==> config.mk <==
export PLATFORM = sky130hd
export DESIGN_NAME = lmac_reg_rd_arb
export DESIGN_NICKNAME = d
export VERILOG_FILES = /design/src/rtl/lmac_reg_rd_arb.sv
export SDC_FILE = /design/constraint.sdc
export NUM_CORES = 1
export LEC_CHECK = 0
export ABC_AREA = 1
export ABC_CLOCK_PERIOD_IN_PS = 1600
export BUFFER_PORTS_ARGS = -buffer_cell sky130_fd_sc_hd__buf_4
export CORE_MARGIN = 3
export CORE_UTILIZATION = 35
export DETAILED_ROUTE_END_ITERATION = 10
export PLACE_DENSITY = 0.7
export SLEW_MARGIN = 10
export SYNTH_ARGS = -nofsm -noshare
export SYNTH_HDL_FRONTEND = slang
export SYNTH_SLANG_ARGS = --single-unit
==> constraint.sdc <==
create_clock -name clk -period 1.6 [get_ports clk]
set_input_delay 0.08 -clock clk [delete_from_list [all_inputs] [get_ports clk]]
set_output_delay 0.08 -clock clk [all_outputs]
set_load 0.01 [all_outputs]
==> src/rtl/lmac_reg_rd_arb.sv <==
// Round-robin arbiter sharing the single LMAC register-read port among NREQ requesters.
// Defining LMAC_REG_RD_TIMEOUT_EN adds a WAIT timeout that completes the read with err and all-ones data.
module lmac_reg_rd_arb #(
    parameter int NREQ      = 4,
    parameter int ADDR_W    = 16,
    parameter int DATA_W    = 32,
    parameter int TO_CYCLES = 255
) (
    input  logic                   clk,
    input  logic                   reset_,
    input  logic [NREQ-1:0]        req,
    input  logic [NREQ*ADDR_W-1:0] req_addr,
    output logic [NREQ-1:0]        gnt,
    output logic [NREQ-1:0]        done,
    output logic [NREQ-1:0]        err,
    output logic [DATA_W-1:0]      rd_data,
    output logic [ADDR_W-1:0]      host_addr_reg,
    output logic                   reg_rd_start,
    input  logic                   reg_rd_done_out,
    input  logic [DATA_W-1:0]      FMAC_REGDOUT
);

    localparam int PTR_W = $clog2(NREQ);

    if (NREQ < 2 || NREQ > 8 || TO_CYCLES < 1 || TO_CYCLES > 65535) begin : g_param_chk
        $error("lmac_reg_rd_arb: parameter out of range");
    end

    typedef enum logic [1:0] {
        S_IDLE  = 2'd0,
        S_ISSUE = 2'd1,
        S_WAIT  = 2'd2,
        S_RESP  = 2'd3
    } state_t;

    state_t              r_state;
    state_t              w_state_nxt;
    logic [PTR_W-1:0]    r_ptr;
    logic [PTR_W-1:0]    r_win;
    logic [ADDR_W-1:0]   r_addr;
    logic [DATA_W-1:0]   r_rd_data;
    logic [PTR_W-1:0]    w_win;
    logic [PTR_W-1:0]    w_idx;
    logic                w_found;
    logic                w_to;
    logic                w_busy;
    logic [NREQ-1:0]     w_onehot;

    // Search starts at r_ptr and wraps; first requester found wins.
    always_comb begin
        w_found = 1'b0;
        w_win   = '0;
        w_idx   = '0;
        for (int i = 0; i < NREQ; i++) begin
            w_idx = PTR_W'((int'(r_ptr) + i) % NREQ);
            if (!w_found && req[w_idx]) begin
                w_found = 1'b1;
                w_win   = w_idx;
            end
        end
    end

    always_ff @(posedge clk or negedge reset_) begin
        if (!reset_) begin
            r_state <= S_IDLE;
        end else begin
            r_state <= w_state_nxt;
        end
    end

    always_comb begin
        w_state_nxt = r_state;
        case (r_state)
            S_IDLE:  if (w_found) w_state_nxt = S_ISSUE;
            S_ISSUE: w_state_nxt = reg_rd_done_out ? S_RESP : S_WAIT;
            S_WAIT:  if (reg_rd_done_out || w_to) w_state_nxt = S_RESP;
            S_RESP:  w_state_nxt = S_IDLE;
            default: w_state_nxt = S_IDLE;
        endcase
    end

    always_ff @(posedge clk or negedge reset_) begin
        if (!reset_) begin
            r_ptr     <= '0;
            r_win     <= '0;
            r_addr    <= '0;
            r_rd_data <= '0;
        end else begin
            if (r_state == S_IDLE && w_found) begin
                r_win  <= w_win;
                r_addr <= req_addr[w_win*ADDR_W +: ADDR_W];
            end
            // A completion in the same cycle as the timeout wins.
            if ((r_state == S_ISSUE || r_state == S_WAIT) && reg_rd_done_out) begin
                r_rd_data <= FMAC_REGDOUT;
            end else if (r_state == S_WAIT && w_to) begin
                r_rd_data <= '1;
            end
            if (r_state == S_RESP) begin
                r_ptr <= (r_win == PTR_W'(NREQ - 1)) ? '0 : r_win + 1'b1;
            end
        end
    end

`ifdef LMAC_REG_RD_TIMEOUT_EN
    logic [15:0] r_cnt;
    logic        r_to;

    assign w_to = (r_state == S_WAIT) && (r_cnt == 16'(TO_CYCLES - 1));

    always_ff @(posedge clk or negedge reset_) begin
        if (!reset_) begin
            r_cnt <= '0;
            r_to  <= 1'b0;
        end else begin
            if (r_state == S_WAIT && !reg_rd_done_out && !w_to) begin
                r_cnt <= r_cnt + 16'd1;
            end else begin
                r_cnt <= '0;
            end
            if ((r_state == S_ISSUE || r_state == S_WAIT) && reg_rd_done_out) begin
                r_to <= 1'b0;
            end else if (w_to) begin
                r_to <= 1'b1;
            end
        end
    end

    assign err = (r_state == S_RESP && r_to) ? w_onehot : '0;
`else
    assign w_to = 1'b0;
    assign err  = '0;
`endif

    assign w_busy        = (r_state != S_IDLE);
    assign w_onehot      = NREQ'(1) << r_win;
    assign gnt           = w_busy ? w_onehot : '0;
    assign done          = (r_state == S_RESP) ? w_onehot : '0;
    assign reg_rd_start  = (r_state == S_ISSUE);
    assign host_addr_reg = r_addr;
    assign rd_data       = r_rd_data;

endmodule

# Word level (Yosys, flattened, before mapping)
# Index checks and enable logic that the tools add are counted.
[op_classes]
addsub = 4
n_reduce_logical = 12
shifts = 2
magnitude_cmp = 4
eq_ne = 6
mux = 23
[ops]
columns = ["operator", "n"]
rows = [
  ["64-bit by 7-bit variable part select with 16-bit output", 1],
  ["2-bit two-way mux", 7],
  ["2-bit by 3-bit < comparator with 1-bit output, second input constant", 4],
  ["1-bit two-way mux", 9],
  ["1-bit binary-select mux with 2-bit select", 4],
  ["4-bit two-way mux", 2],
  ["2-bit case mux with 4 select lines", 1],
  ["2-bit equality test, second input constant", 3],
  ["1-bit logical AND", 5],
  ["2-bit by 1-bit adder with 2-bit output, second input constant", 2],
  ["2-bit adder, second input constant", 2],
  ["2-bit inequality test, second input constant", 2],
  ["1-bit by 2-bit << shifter with 4-bit output, first input constant", 1],
  ["1-bit zero test", 3],
  ["2-bit by 1-bit equality test with 1-bit output, second input constant", 1],
  ["2-bit zero test", 1],
  ["2-bit AND reduction", 1],
  ["2-bit nonzero test", 1],
  ["1-bit logical OR", 1],
]
[word_totals]
reg_bits = 54
in_bits = 103

# Logic depth before layout (Yosys ltp)
# Gate-level depths: netlist of the first run.
[logic_depth]
ltp_word = 14
depth_mapped = 17

# Worst setup path after synthesis of the first run
# No wires, ideal clock.
[synth_path]
kind = "register -> register"
from = "register r_state[0]"
to = "register r_rd_data[10], in the netlist rd_data[10]"
path_slack_ns = -0.094
arrival_ns = 1.570
stages_incl_launch_ff = 6
period_less_slack_ns = 1.694
required_time_ns = 1.475
cell_sequence = "dfrtp_1 -> inv_1 -> ha_1 -> nand2_1 -> buf_1 -> mux2_2"
[synth_via]
elab_chain_len = 3
[synth_rtl]
columns = ["element", "line_no", "source"]
rows = [
  ["start: declaration", "36", "state_t r_state;"],
  ["start signal: assignment", "67", "r_state <= w_state_nxt;"],
  ["2-bit by 1-bit equality test with 1-bit output or 2-bit equality test (tied branches)", "94", "if ((r_state == S_ISSUE || r_state == S_WAIT) && reg_rd_done_out) begin"],
  ["1-bit logical OR (*)", "94", ""],
  ["1-bit logical AND (*)", "94", ""],
  ["end signal: assignment", "87", "r_rd_data <= '0;"],
  ["end signal: assignment", "95", "r_rd_data <= FMAC_REGDOUT;"],
  ["end signal: assignment", "97", "r_rd_data <= '1;"],
  ["end: declaration", "41", "logic [DATA_W-1:0] r_rd_data;"],
]
# Mark *: on every way between the ends. The rest lies on a longest branch, timed or not.
# A chain may end at the register's enable or synchronous reset.

# Worst setup path after layout of the first run
[layout_path]
from = "register r_ptr[0]"
to = "register r_state[0]"
[layout_via]
elab_chain_len = 14
[layout_rtl]
columns = ["element", "line_no", "source"]
rows = [
  ["start: declaration", "38", "logic [PTR_W-1:0] r_ptr;"],
  ["start signal: assignment", "100", "r_ptr <= (r_win == PTR_W'(NREQ - 1)) ? '0 : r_win + 1'b1;"],
  ["parallel branches: the longest is 11 deep, another holds 2-bit by 1-bit adder with 2-bit output", "n/a", ""],
  ["1-bit two-way mux (*)", "56", "if (!w_found && req[w_idx]) begin"],
  ["2-bit inequality test (no source line) (*)", "n/a", ""],
  ["2-bit AND reduction (no source line) (*)", "n/a", ""],
]
# Mark *: on every way between the ends. The select of a mux whose other input is x is not followed.

==> summary.txt, run 1 <==
STA
  • Slew margin rel.: 0.543
  • Fin worst setup slack: -0.274 ns
  • Fin. max-slew vios: 0
  • Clk_skew: 0.00989 ns
  • Slew @ Worst Pin: 0.686 ns
  • Final Cycle Share: 1.17
  • Setup violations, final: 20
  • Setup tns final: -4.86 ns
  • RSZ-0062 raised after global routing: true
  • Final Hold Vio Count: 0
  • Period minus WS final: 1.87 ns
  • Max Freq: 534 MHz

Floorplanning
  • Initial Utilization: 0.364
  • Io pins: 164
  • Core area: 8810 um2
  • Die area: 10,300 um2
  • FP Rows: 34
  • Die W: 102 um
  • Die height: 102 um

Worst setup path
  • Cell Chain, Critical Path: buf_12 > nand2_4 > nand2_4 > nand2_2 > nand2_2 > nor2_4 > nand3_4 > buf_4 > buf_4 > o22ai_4 > inv_2 > nand2_1 > o21ai_0
  • R2R setup slack: -0.27 ns
  • Critical path startpoint category: register
  • CP required: 1.80 ns
  • Slowest Stage Delay on Critical Path: 0.46 ns
  • Nature of the critical path endpoint: register
  • Slowest CP cell: dfrtp_2
  • FF-to-FF Start: r_ptr[0]$_DFFE_PN0P_
  • CP Class: register to register
  • Worst r2r dst: r_state[0]$_DFFE_PN0P_
  • R2R cell count: 13
  • Critical Path Fanout Max: 8
  • CP arrival: 2.07 ns

Pwr
  • Switching power: 5.15 mW
  • Switching Share: 0.438
  • Max rail drop VDD: 1.01 mV
  • Reg power frac: 0.215
  • Cell area power density: 2210 nW/um2
  • P_leak: 2.87 nW
  • Power Internal: 6.60 mW
  • Clock share of power: 0.079
  • Comb pwr share: 0.706

Clocking
  • Clk buf depth: 2
  • Clk root buf: clkbuf_8
  • Clock latency on the worst-skew pair: 0.30 ns
  • CTS tree: yes
  • Num CTS Buffers: 5
  • Depth of the CTS H-tree: 2
  • Worst-path clk slew: 0.10 ns
  • CTS Sinks: 54

Routing
  • WL per Instance: 14.3 um
  • Detailed Route WL: 10.2 mm
  • First-pass DRT Iterations: 4
  • Vias/cell: 4.61
  • DRT iter0 DRCs: 80
  • DR DRC count: 0
  • Post-route ant nets: 0
  • Via count: 3,296

Run status
  • Failing checks: setup timing
  • Status: finished with violations

Layout
  • Final net count: 717
  • Share of cells above drive strength 1: 0.474
  • Max reg flops: 32
  • ANT cells: 0
  • Register area: 1350 um2
  • Multi-input logic area: 1720 um2
  • Filler cells: 751
  • Syn-to-layout area delta: 65.7%

Synthesis
  • Most frequent cell after synthesis: nand2_1
  • Syn avg cell area: 8.01 um2
  • Most used DFF post-synth: dfrtp_1
  • YS warnings: 0
  • Synth Instances: 400
  • Async SR Flop Fraction: 1.00
  • Synth area leaders: dfrtp_1, nand2_1, mux2_2
  • Post-synth top area cell: dfrtp_1
  • Number of synthesized flops with an enable pin: 0
  • Commonest cells in the netlist: nand2_1, dfrtp_1, nand3_1, inv_1, mux2_2
  • Netlist cell types: 25
  • Synth top area share: 0.422
  • #FFs+latches synth: 54
  • Netlist Area Pre-Place: 3200 um2
  • Sequential share of the synthesized area: 0.422

Hold path
  • Hold Crit Start: FMAC_REGDOUT[14]
  • Hold path cells: 2
  • Min-delay worst type: input pin to register
  • Hold path endpoint: rd_data[14]$_DFFE_PN0P_

Global route
  • Initial antenna violation count: 0
  • Pin count of the biggest net entering global routing: 55
  • Overflow after GRT: 0
  • Global Route Usage Sum: 0.176
  • Number of global-route vias before repair: 3,244
  • First-pass GRT wire length: 14.6 mm

Run
  • Max-cap violation count: 0

Placed design
  • Place WS: -0.276 ns
  • Hpwl dp: 7.23 mm
  • Routability cong.: 0.885
  • I/O Buffers: 159
## worst max-delay path, delay by kind of cell, from the launching register on
family          cells  cell delay (ns)
simple gates        7             0.59
flops               1             0.46
buf+inv             4             0.51
compound gates      2             0.18
## logic make-up after synthesis
group                    count (synthesis)  synth area share
AO/OA/AOI/OAI                           11            0.0207
adder cells (fa/ha/maj)                  8            0.0313
buffers and inverters                   58            0.0914
flip-flops                              54             0.422
multiplexers                            32             0.113
other                                    1           0.00117
AND/OR/NAND/NOR                        236             0.321
## layer usage
layer / track usage / share of wire / up-vias
met1: 0.195 / 0.37 / 1514
met3: 0.0599 / 0.088 / 8
met4: 0.0450 / 0.0097 / 0
met2: 0.321 / 0.53 / 125
met5: 0 / 0 / -
li1: - / - / 1649
## layout make-up
class | count | area share
timing repair buffer | 215 | 0.344
clock inverter | 2 | 0.00707
tap | 108 | 0.0255
clock buffer | 6 | 0.0137
multi-input combinational | 291 | 0.324
sequential | 54 | 0.255
inverter | 39 | 0.0311
## worst max-delay path by stage
stage                                    end                 start  slack, ns
2_1_floorplan   host_addr_reg[0]$_DFFE_PN0P_  r_ptr[0]$_DFFE_PN0P_      -0.05
3_3_place_gp    host_addr_reg[2]$_DFFE_PN0P_  r_ptr[0]$_DFFE_PN0P_      -0.21
3_5_place_dp    host_addr_reg[9]$_DFFE_PN0P_  r_ptr[0]$_DFFE_PN0P_      -0.28
4_1_cts         host_addr_reg[3]$_DFFE_PN0P_  r_ptr[0]$_DFFE_PN0P_      -0.23
5_1_grt        host_addr_reg[11]$_DFFE_PN0P_  r_ptr[0]$_DFFE_PN0P_      -0.41
6_report              r_state[0]$_DFFE_PN0P_  r_ptr[0]$_DFFE_PN0P_      -0.27
## power groups by stage
stage | combinational (mW) | sequential [mW] | clock (mW)
floorplan | 4.40 | 2.75 | 0
finish | 8.30 | 2.53 | 0.923
global placement | 7.18 | 2.49 | 0
global route | 9.12 | 2.60 | 1.01
detailed placement | 7.34 | 2.52 | 0
CTS | 7.63 | 2.51 | 0.963
## metrics by stage
| step | utilization | cell area, um2 | hold slack (ns) | std cells | power, mW |
|---|---|---|---|---|---|
| after floorplan | - | 3270 | -0.216 | 403 | 7.15 |
| after global placement | 0.529 | 4660 | 0.169 | 671 | 9.67 |
| after detailed placement | 0.529 | 4660 | 0.173 | 671 | 9.86 |
| after CTS | 0.578 | 5090 | 0.00263 | 707 | 11.1 |
| after global routing | 0.603 | 5310 | 0.00151 | 715 | 12.7 |
| final | 0.603 | 5310 | 0.0128 | 715 | 11.7 |
## timing repair
| item | 4_1_cts | 5_1_grt |
|---|---|---|
| pin swaps | 5 | 13 |
| cloned | 0 | 4 |
| buffers inserted | 4 | 3 |
| endpoints found under the setup margin | 20 | 56 |
| resized for setup | 17 | 29 |
| hold endpoints to repair | 78 | 1 |
| hold buffers | 25 | 1 |
## layout by cell type, fill, tap and decap left out, drive strengths merged
master	n
ha	8
conb	4
clkbuf	9
inv	37
nand2	189
nor2	7
nand3	39
clkinvlp	2
mux2	32
dlygate4sd3	26
dfrtp	54
nand4	1
o21ai	8
buf	186
o22ai	1
clkinv	1
a21oi	2
bufinv	1
Power figures use the tool's default switching activity.
==> run 2, diff against run 1 <==
--- a/config.mk
+++ b/config.mk
@@ -8,6 +8,7 @@
 export ABC_AREA = 1
 export ABC_CLOCK_PERIOD_IN_PS = 1600
 export BUFFER_PORTS_ARGS = -buffer_cell sky130_fd_sc_hd__buf_4
+export CORE_ASPECT_RATIO = 2
 export CORE_MARGIN = 3
 export CORE_UTILIZATION = 35
 export DETAILED_ROUTE_END_ITERATION = 10
==> run 2 against run 1 <==
Against the previous run: sequential power hardly changed; critical path type unchanged; the run still ends with setup timing left; combinational power increased by 8.2%; sequential share of layout area up 0.29 points.
==> summary.txt, run 2 (same netlist as run 1, synthesis figures left out) <==
Floorplanning
  • Initial Utilization: 0.365
  • Die W: 73.6 um
  • Die area: 10,400 um2
  • Die height: 141 um
  • FP Rows: 48
  • Core area: 8770 um2
  • Io pins: 164

Layout
  • Commonest non-fill, non-tap cell in the layout: buf_4
  • Post-layout instance area: 5240 um2
  • ANT cells: 0
  • Filler cells: 765
  • Max reg flops: 32
  • Final net count: 703
  • Fin util: 0.598
  • Share of cells above drive strength 1: 0.521
  • Register area: 1350 um2
  • Syn-to-layout area delta: 63.7%
  • Multi-input logic area: 1770 um2
  • Most frequent cells in the layout: buf_4, nand2_1, dfrtp_1

STA
  • Max Freq: 511 MHz
  • RSZ-0062 raised after global routing: true
  • Fin worst setup slack: -0.357 ns
  • Clk_skew: 0.00640 ns
  • Setup violations, final: 20
  • Final Hold Vio Count: 0
  • Slew margin rel.: 0.537
  • Final Cycle Share: 1.22
  • Period minus WS final: 1.96 ns
  • Fin. max-slew vios: 0
  • Slew @ Worst Pin: 0.695 ns

Clocking
  • CTS Sinks: 54
  • Num CTS Buffers: 5
  • Clock latency on the worst-skew pair: 0.29 ns
  • Clk buf depth: 2
  • Clk root buf: clkbuf_16
  • CTS tree: yes
  • Depth of the CTS H-tree: 2
  • Worst-path clk slew: 0.07 ns

Routing
  • Via count: 3,301
  • DR DRC count: 0
  • Detailed Route WL: 10.2 mm
  • Vias/cell: 4.76
  • First-pass DRT Iterations: 4
  • DRT iter0 DRCs: 100
  • Post-route ant nets: 0
  • WL per Instance: 14.7 um

Worst setup path
  • CP Class: register to register
  • Crit path from: r_ptr[0]$_DFFE_PN0P_
  • Critical Path Fanout Max: 8
  • R2R setup slack: -0.36 ns
  • Worst path buffer plus inverter count: 4
  • FF-to-FF Start: r_ptr[0]$_DFFE_PN0P_
  • Most common cell on crit path: nand2_4
  • CP arrival: 2.18 ns
  • Worst r2r dst: host_addr_reg[0]$_DFFE_PN0P_
  • Slowest Stage Delay on Critical Path: 0.42 ns
  • Cell family with most CP delay: simple AND/OR/NAND/NOR gates
  • Cell Chain, Critical Path: inv_4 > buf_6 > nand2_4 > nand2_4 > nand2_2 > nand2_2 > nor2_4 > buf_4 > nand4_2 > nand2_4 > inv_4 > nor2_4 > nand2_1 > nand3_1
  • Critical path depth in cells: 14
  • R2R cell count: 14
  • Capture point of the critical path: host_addr_reg[0]$_DFFE_PN0P_
  • Slowest CP cell: dfrtp_1
  • Nature of the critical path endpoint: register
  • Critical path startpoint category: register
  • CP required: 1.83 ns

Run
  • Max-cap violation count: 0

Placed design
  • Placed Area: 4710 um2
  • Routability cong.: 0.902
  • I/O Buffers: 159
  • Hpwl dp: 7.93 mm

Run status
  • Failing checks: setup timing
  • Status: finished with violations

Pwr
  • P_leak: 2.86 nW
  • Max rail drop VDD: 1.33 mV
  • Cell area power density: 2430 nW/um2

Global route
  • Initial antenna violation count: 0
  • Number of global-route vias before repair: 3,402
  • Pin count of the biggest net entering global routing: 55
  • Overflow after GRT: 0
  • Global Route Usage Sum: 0.190
  • First-pass GRT wire length: 15.5 mm

Hold path
  • Min-delay worst type: input pin to register
  • Hold Crit Start: FMAC_REGDOUT[3]
run 2: cell count changes in the layout (fill, tap and decap cells not counted), sizes merged:
cell         previous run  this run
clkinv                  1         0
buf                   186       196
clkinvlp                2         1
clkbuf                  9         8
dlygate4sd3            26         1
nor2                    7         8
inv                    37        40
run 2: worst min path at each step:
stage                                   end  slack (ns)  cells after the start
2_1_floorplan  host_addr_reg[0]$_DFFE_PN0P_       -0.22                      0
3_3_place_gp        rd_data[25]$_DFFE_PN0P_        0.17                      1
3_5_place_dp         rd_data[0]$_DFFE_PN0P_        0.18                      1
4_1_cts              rd_data[3]$_DFFE_PN0P_       0.009                      2
5_1_grt              rd_data[8]$_DFFE_PN0P_        0.01                      2
6_report             rd_data[3]$_DFFE_PN0P_        0.01                      2
run 2: per-stage QoR:
stage               std cells  power [mW]  TNS [ns]  setup slack, ns  hold WS (ns)
floorplan                 403        7.15    -0.808          -0.0514        -0.216
global placement          671        9.98     -3.98           -0.232         0.173
detailed placement        671        10.2     -5.25           -0.326         0.178
CTS                       682        11.7     -4.45           -0.254       0.00874
global route              693        13.7     -8.87           -0.464        0.0104
finish                    693        12.7     -6.52           -0.357        0.0145
run 2: worst reg2reg max path: stages, from the launching register on:
cell	delay, ns
dfrtp_1	0.42
inv_4	0.08
buf_6	0.14
nand2_4	0.06
nand2_4	0.07
nand2_2	0.07
nand2_2	0.07
nor2_4	0.17
buf_4	0.14
nand4_2	0.10
nand2_4	0.15
inv_4	0.08
nor2_4	0.18
nand2_1	0.10
nand3_1	0.08
run 2: final cells by class:
| cell class | instances | share of cell area |
|---|---|---|
| inverter | 39 | 0.0308 |
| clock inverter | 3 | 0.00931 |
| clock buffer | 5 | 0.0239 |
| sequential | 54 | 0.258 |
| timing repair buffer | 200 | 0.316 |
| tap | 100 | 0.0239 |
| multi-input combinational | 292 | 0.338 |
run 2: what timing repair did:
item / CTS / global route
hold endpoints to repair: 54 / 0
setup buffers: 1 / 8
hold buffers: 1 / 0
pin swaps: 5 / 21
gates cloned: 1 / 3
endpoints found under the setup margin: 20 / 53
resized for setup: 10 / 54
run 2: metal layers:
metal  up-vias  routed length [um]  global-route usage  share of wire
met5         -                   0                   0              0
met4         0                 311              0.0764          0.030
met3        20                 551              0.0319          0.054
met2       120                5900               0.365           0.58
met1      1540                3440               0.192           0.34
li1       1621                   -                   -              -
run 2: power by group:
group	switching, mW	internal, mW
registers	0.412	2.09
clock network	0.508	0.750
logic	4.56	4.42
==> run 3, diff against run 2 <==
--- a/config.mk
+++ b/config.mk
@@ -5,14 +5,13 @@
 export SDC_FILE = /design/constraint.sdc
 export NUM_CORES = 1
 export LEC_CHECK = 0
-export ABC_AREA = 1
 export ABC_CLOCK_PERIOD_IN_PS = 1600
 export BUFFER_PORTS_ARGS = -buffer_cell sky130_fd_sc_hd__buf_4
 export CORE_ASPECT_RATIO = 2
 export CORE_MARGIN = 3
 export CORE_UTILIZATION = 35
 export DETAILED_ROUTE_END_ITERATION = 10
-export PLACE_DENSITY = 0.7
+export PLACE_DENSITY = 0.72
 export SLEW_MARGIN = 10
 export SYNTH_ARGS = -nofsm -noshare
 export SYNTH_HDL_FRONTEND = slang
==> run 3 against run 2 <==
Against the previous run: non-clock buffer count is 20 lower; the flow still finishes with violations (setup timing); utilization down 0.27 points; clock power barely moved; synthesized cell count is 46% lower; maximum frequency increased by 11%; largest power group unchanged; sequential power is essentially flat; sequential cell count unchanged; worst hold slack lost 0.00078 ns; critical path depth is 8 lower; clock-buffer cell count up 1.
==> summary.txt, run 3 <==
Worst setup path
  • CP Class: register to register
  • CP arrival: 1.94 ns
  • Critical Path Fanout Max: 8
  • Nature of the critical path endpoint: register
  • CP required: 1.78 ns
  • Critical path startpoint category: register
  • Crit path from: r_ptr[1]$_DFFE_PN0P_
  • R2R setup slack: -0.16 ns
  • R2R cell count: 6
  • FF-to-FF Start: r_ptr[1]$_DFFE_PN0P_
  • Worst r2r dst: host_addr_reg[0]$_DFFE_PN0P_

Pwr
  • P_leak: 2.25 nW
  • Switching power: 3.00 mW
  • Cell area power density: 1880 nW/um2
  • Clock share of power: 0.143
  • Max rail drop VDD: 0.936 mV
  • Reg power frac: 0.286
  • Power Internal: 5.64 mW
  • Switching Share: 0.347
  • Comb pwr share: 0.571

Synthesis
  • Synth Instances: 217
  • Sequential share of the synthesized area: 0.478
  • Commonest cells in the netlist: dfrtp_1, mux2_2, mux2i_1, nand2_1, o221ai_2
  • Most frequent cell after synthesis: dfrtp_1
  • Post-synth top area cell: dfrtp_1
  • Syn avg cell area: 13.0 um2
  • Synth area leaders: dfrtp_1, mux2_2, mux2i_1
  • YS warnings: 0
  • #FFs+latches synth: 54
  • Async SR Flop Fraction: 1.00
  • Most used DFF post-synth: dfrtp_1
  • Netlist cell types: 32
  • Number of synthesized flops with an enable pin: 0
  • Netlist Area Pre-Place: 2830 um2
  • Synth top area share: 0.478

Routing
  • WL per Instance: 17.4 um
  • Via count: 2,396
  • First-pass DRT Iterations: 4
  • Vias/cell: 4.92
  • Post-route ant nets: 0
  • DR DRC count: 0
  • Detailed Route WL: 8.46 mm
  • DRT iter0 DRCs: 100

STA
  • Final Cycle Share: 1.10
  • Slew @ Worst Pin: 0.692 ns
  • Max Freq: 568 MHz
  • Slew margin rel.: 0.539
  • Final Hold Vio Count: 0
  • Hold slack: 0.0137 ns
  • Clk_skew: 0.00520 ns
  • Setup violations, final: 16
  • Fin. max-slew vios: 0
  • Period minus WS final: 1.76 ns
  • Fin worst setup slack: -0.161 ns
  • RSZ-0062 raised after global routing: true

Placed design
  • Placed Area: 4150 um2
  • Place WS: -0.168 ns
  • I/O Buffers: 159
  • Number of placed instances, taps included: 470
  • Routability cong.: 0.790
  • Hpwl dp: 6.22 mm

Global route
  • Number of global-route vias before repair: 2,602
  • Pin count of the biggest net entering global routing: 55
  • Overflow after GRT: 0
  • Global Route Usage Sum: 0.176
  • First-pass GRT wire length: 12.9 mm
  • Initial antenna violation count: 0

Hold path
  • Hold Crit Start: FMAC_REGDOUT[25]
  • Hold path cells: 2
  • Min-delay worst type: input pin to register
  • Hold path endpoint: rd_data[25]$_DFFE_PN0P_

Floorplanning
  • Die area: 9260 um2
  • Die height: 133 um
  • Io pins: 164
  • Core area: 7710 um2
  • Die W: 69.6 um
  • Initial Utilization: 0.367
  • FP Rows: 45

Layout
  • Commonest non-fill, non-tap cell in the layout: buf_4
  • Share of cells above drive strength 1: 0.646
  • Filler cells: 648
  • ANT cells: 0
  • Post-layout instance area: 4590 um2
  • Most frequent cells in the layout: buf_4, dfrtp_1, mux2_2
  • Register area: 1350 um2
  • Non-Filler Instances: 487
  • Fin util: 0.595
  • Multi-input logic area: 1440 um2
  • Final net count: 503
  • Max reg flops: 32
  • Syn-to-layout area delta: 62.3%

Clocking
  • Clk buf depth: 2
  • Clock latency on the worst-skew pair: 0.29 ns
  • Num CTS Buffers: 5
  • Worst-path clk slew: 0.07 ns
  • CTS tree: yes
  • Clk root buf: clkbuf_16
  • Depth of the CTS H-tree: 2
  • CTS Sinks: 54

Run
  • Max-cap violation count: 0

Run status
  • Failing checks: setup timing
  • Status: finished with violations
[run 3: cell count changes after synthesis, sizes merged, moves of 17 or more]
cell,change
nand3,-39
nand2,-168
o221ai,+17
mux2i,+32
inv,-33
[run 3: worst max path at each step]
stage	end	slack, ns	depth (start not counted)
2_1_floorplan	host_addr_reg[4]$_DFFE_PN0P_	-0.09	5
3_3_place_gp	host_addr_reg[1]$_DFFE_PN0P_	-0.09	5
3_5_place_dp	host_addr_reg[5]$_DFFE_PN0P_	-0.17	5
4_1_cts	host_addr_reg[11]$_DFFE_PN0P_	-0.12	6
5_1_grt	host_addr_reg[0]$_DFFE_PN0P_	-0.23	6
6_report	host_addr_reg[0]$_DFFE_PN0P_	-0.16	6
[run 3: kinds of logic (layout without fill, tap and decap cells)]
logic type               after synthesis  in the layout  share of synthesized area
AO/OA/AOI/OAI                         27             27                      0.100
adder cells (fa/ha/maj)                8              8                     0.0354
buffers and inverters                 21            194                     0.0606
flip-flops                            54             54                      0.478
multiplexers                          67             67                      0.253
other                                  1              4                    0.00133
AND/OR/NAND/NOR                       39             39                     0.0721
[run 3: final cells by class]
class | instances | area share
Clock buffer | 6 | 0.0281
Clock inverter | 2 | 0.00817
Inverter | 6 | 0.00490
Multi-Input combinational cell | 145 | 0.314
Sequential cell | 54 | 0.295
Tap cell | 94 | 0.0256
Timing Repair Buffer | 180 | 0.325
[run 3: repair_timing]
| action | CTS | global route |
|---|---|---|
| setup endpoints to repair | 17 | 47 |
| hold buffers | 1 | 0 |
| gates cloned | 1 | 2 |
| resized for setup | 7 | 23 |
| hold endpoints to repair | 54 | 0 |
| setup buffers | 5 | 1 |
| pin swaps | 4 | 3 |
[run 3: power groups by stage]
| stage | clock network (mW) | logic, mW | registers [mW] |
|---|---|---|---|
| final | 1.24 | 4.94 | 2.47 |
| after floorplan | 0 | 2.31 | 2.75 |
| after global placement | 0 | 4.34 | 2.46 |
| after detailed placement | 0 | 4.42 | 2.49 |
| after global routing | 1.33 | 5.30 | 2.58 |
| after CTS | 1.28 | 4.67 | 2.47 |
[run 3: per-stage QoR]
step	setup TNS (ns)	power, mW
CTS	-1.34	8.41
finish	-1.88	8.64
global route	-3.03	9.21
global placement	-1.31	6.80
floorplan	-1.29	5.06
detailed placement	-2.16	6.91
[run 3: critical path, stage by stage (launching register included)]
cell and delay (ns):
dfrtp_2 0.43, mux2_4 0.32, o221ai_4 0.22, buf_12 0.17, buf_16 0.14, mux2i_1 0.24
o221ai_2 0.11
[run 3: layer usage]
layer / wire length (um) / track usage
met5: 0 / 0
met4: 182 / 0.0761
met3: 542 / 0.0483
met2: 5010 / 0.338
met1: 2720 / 0.170
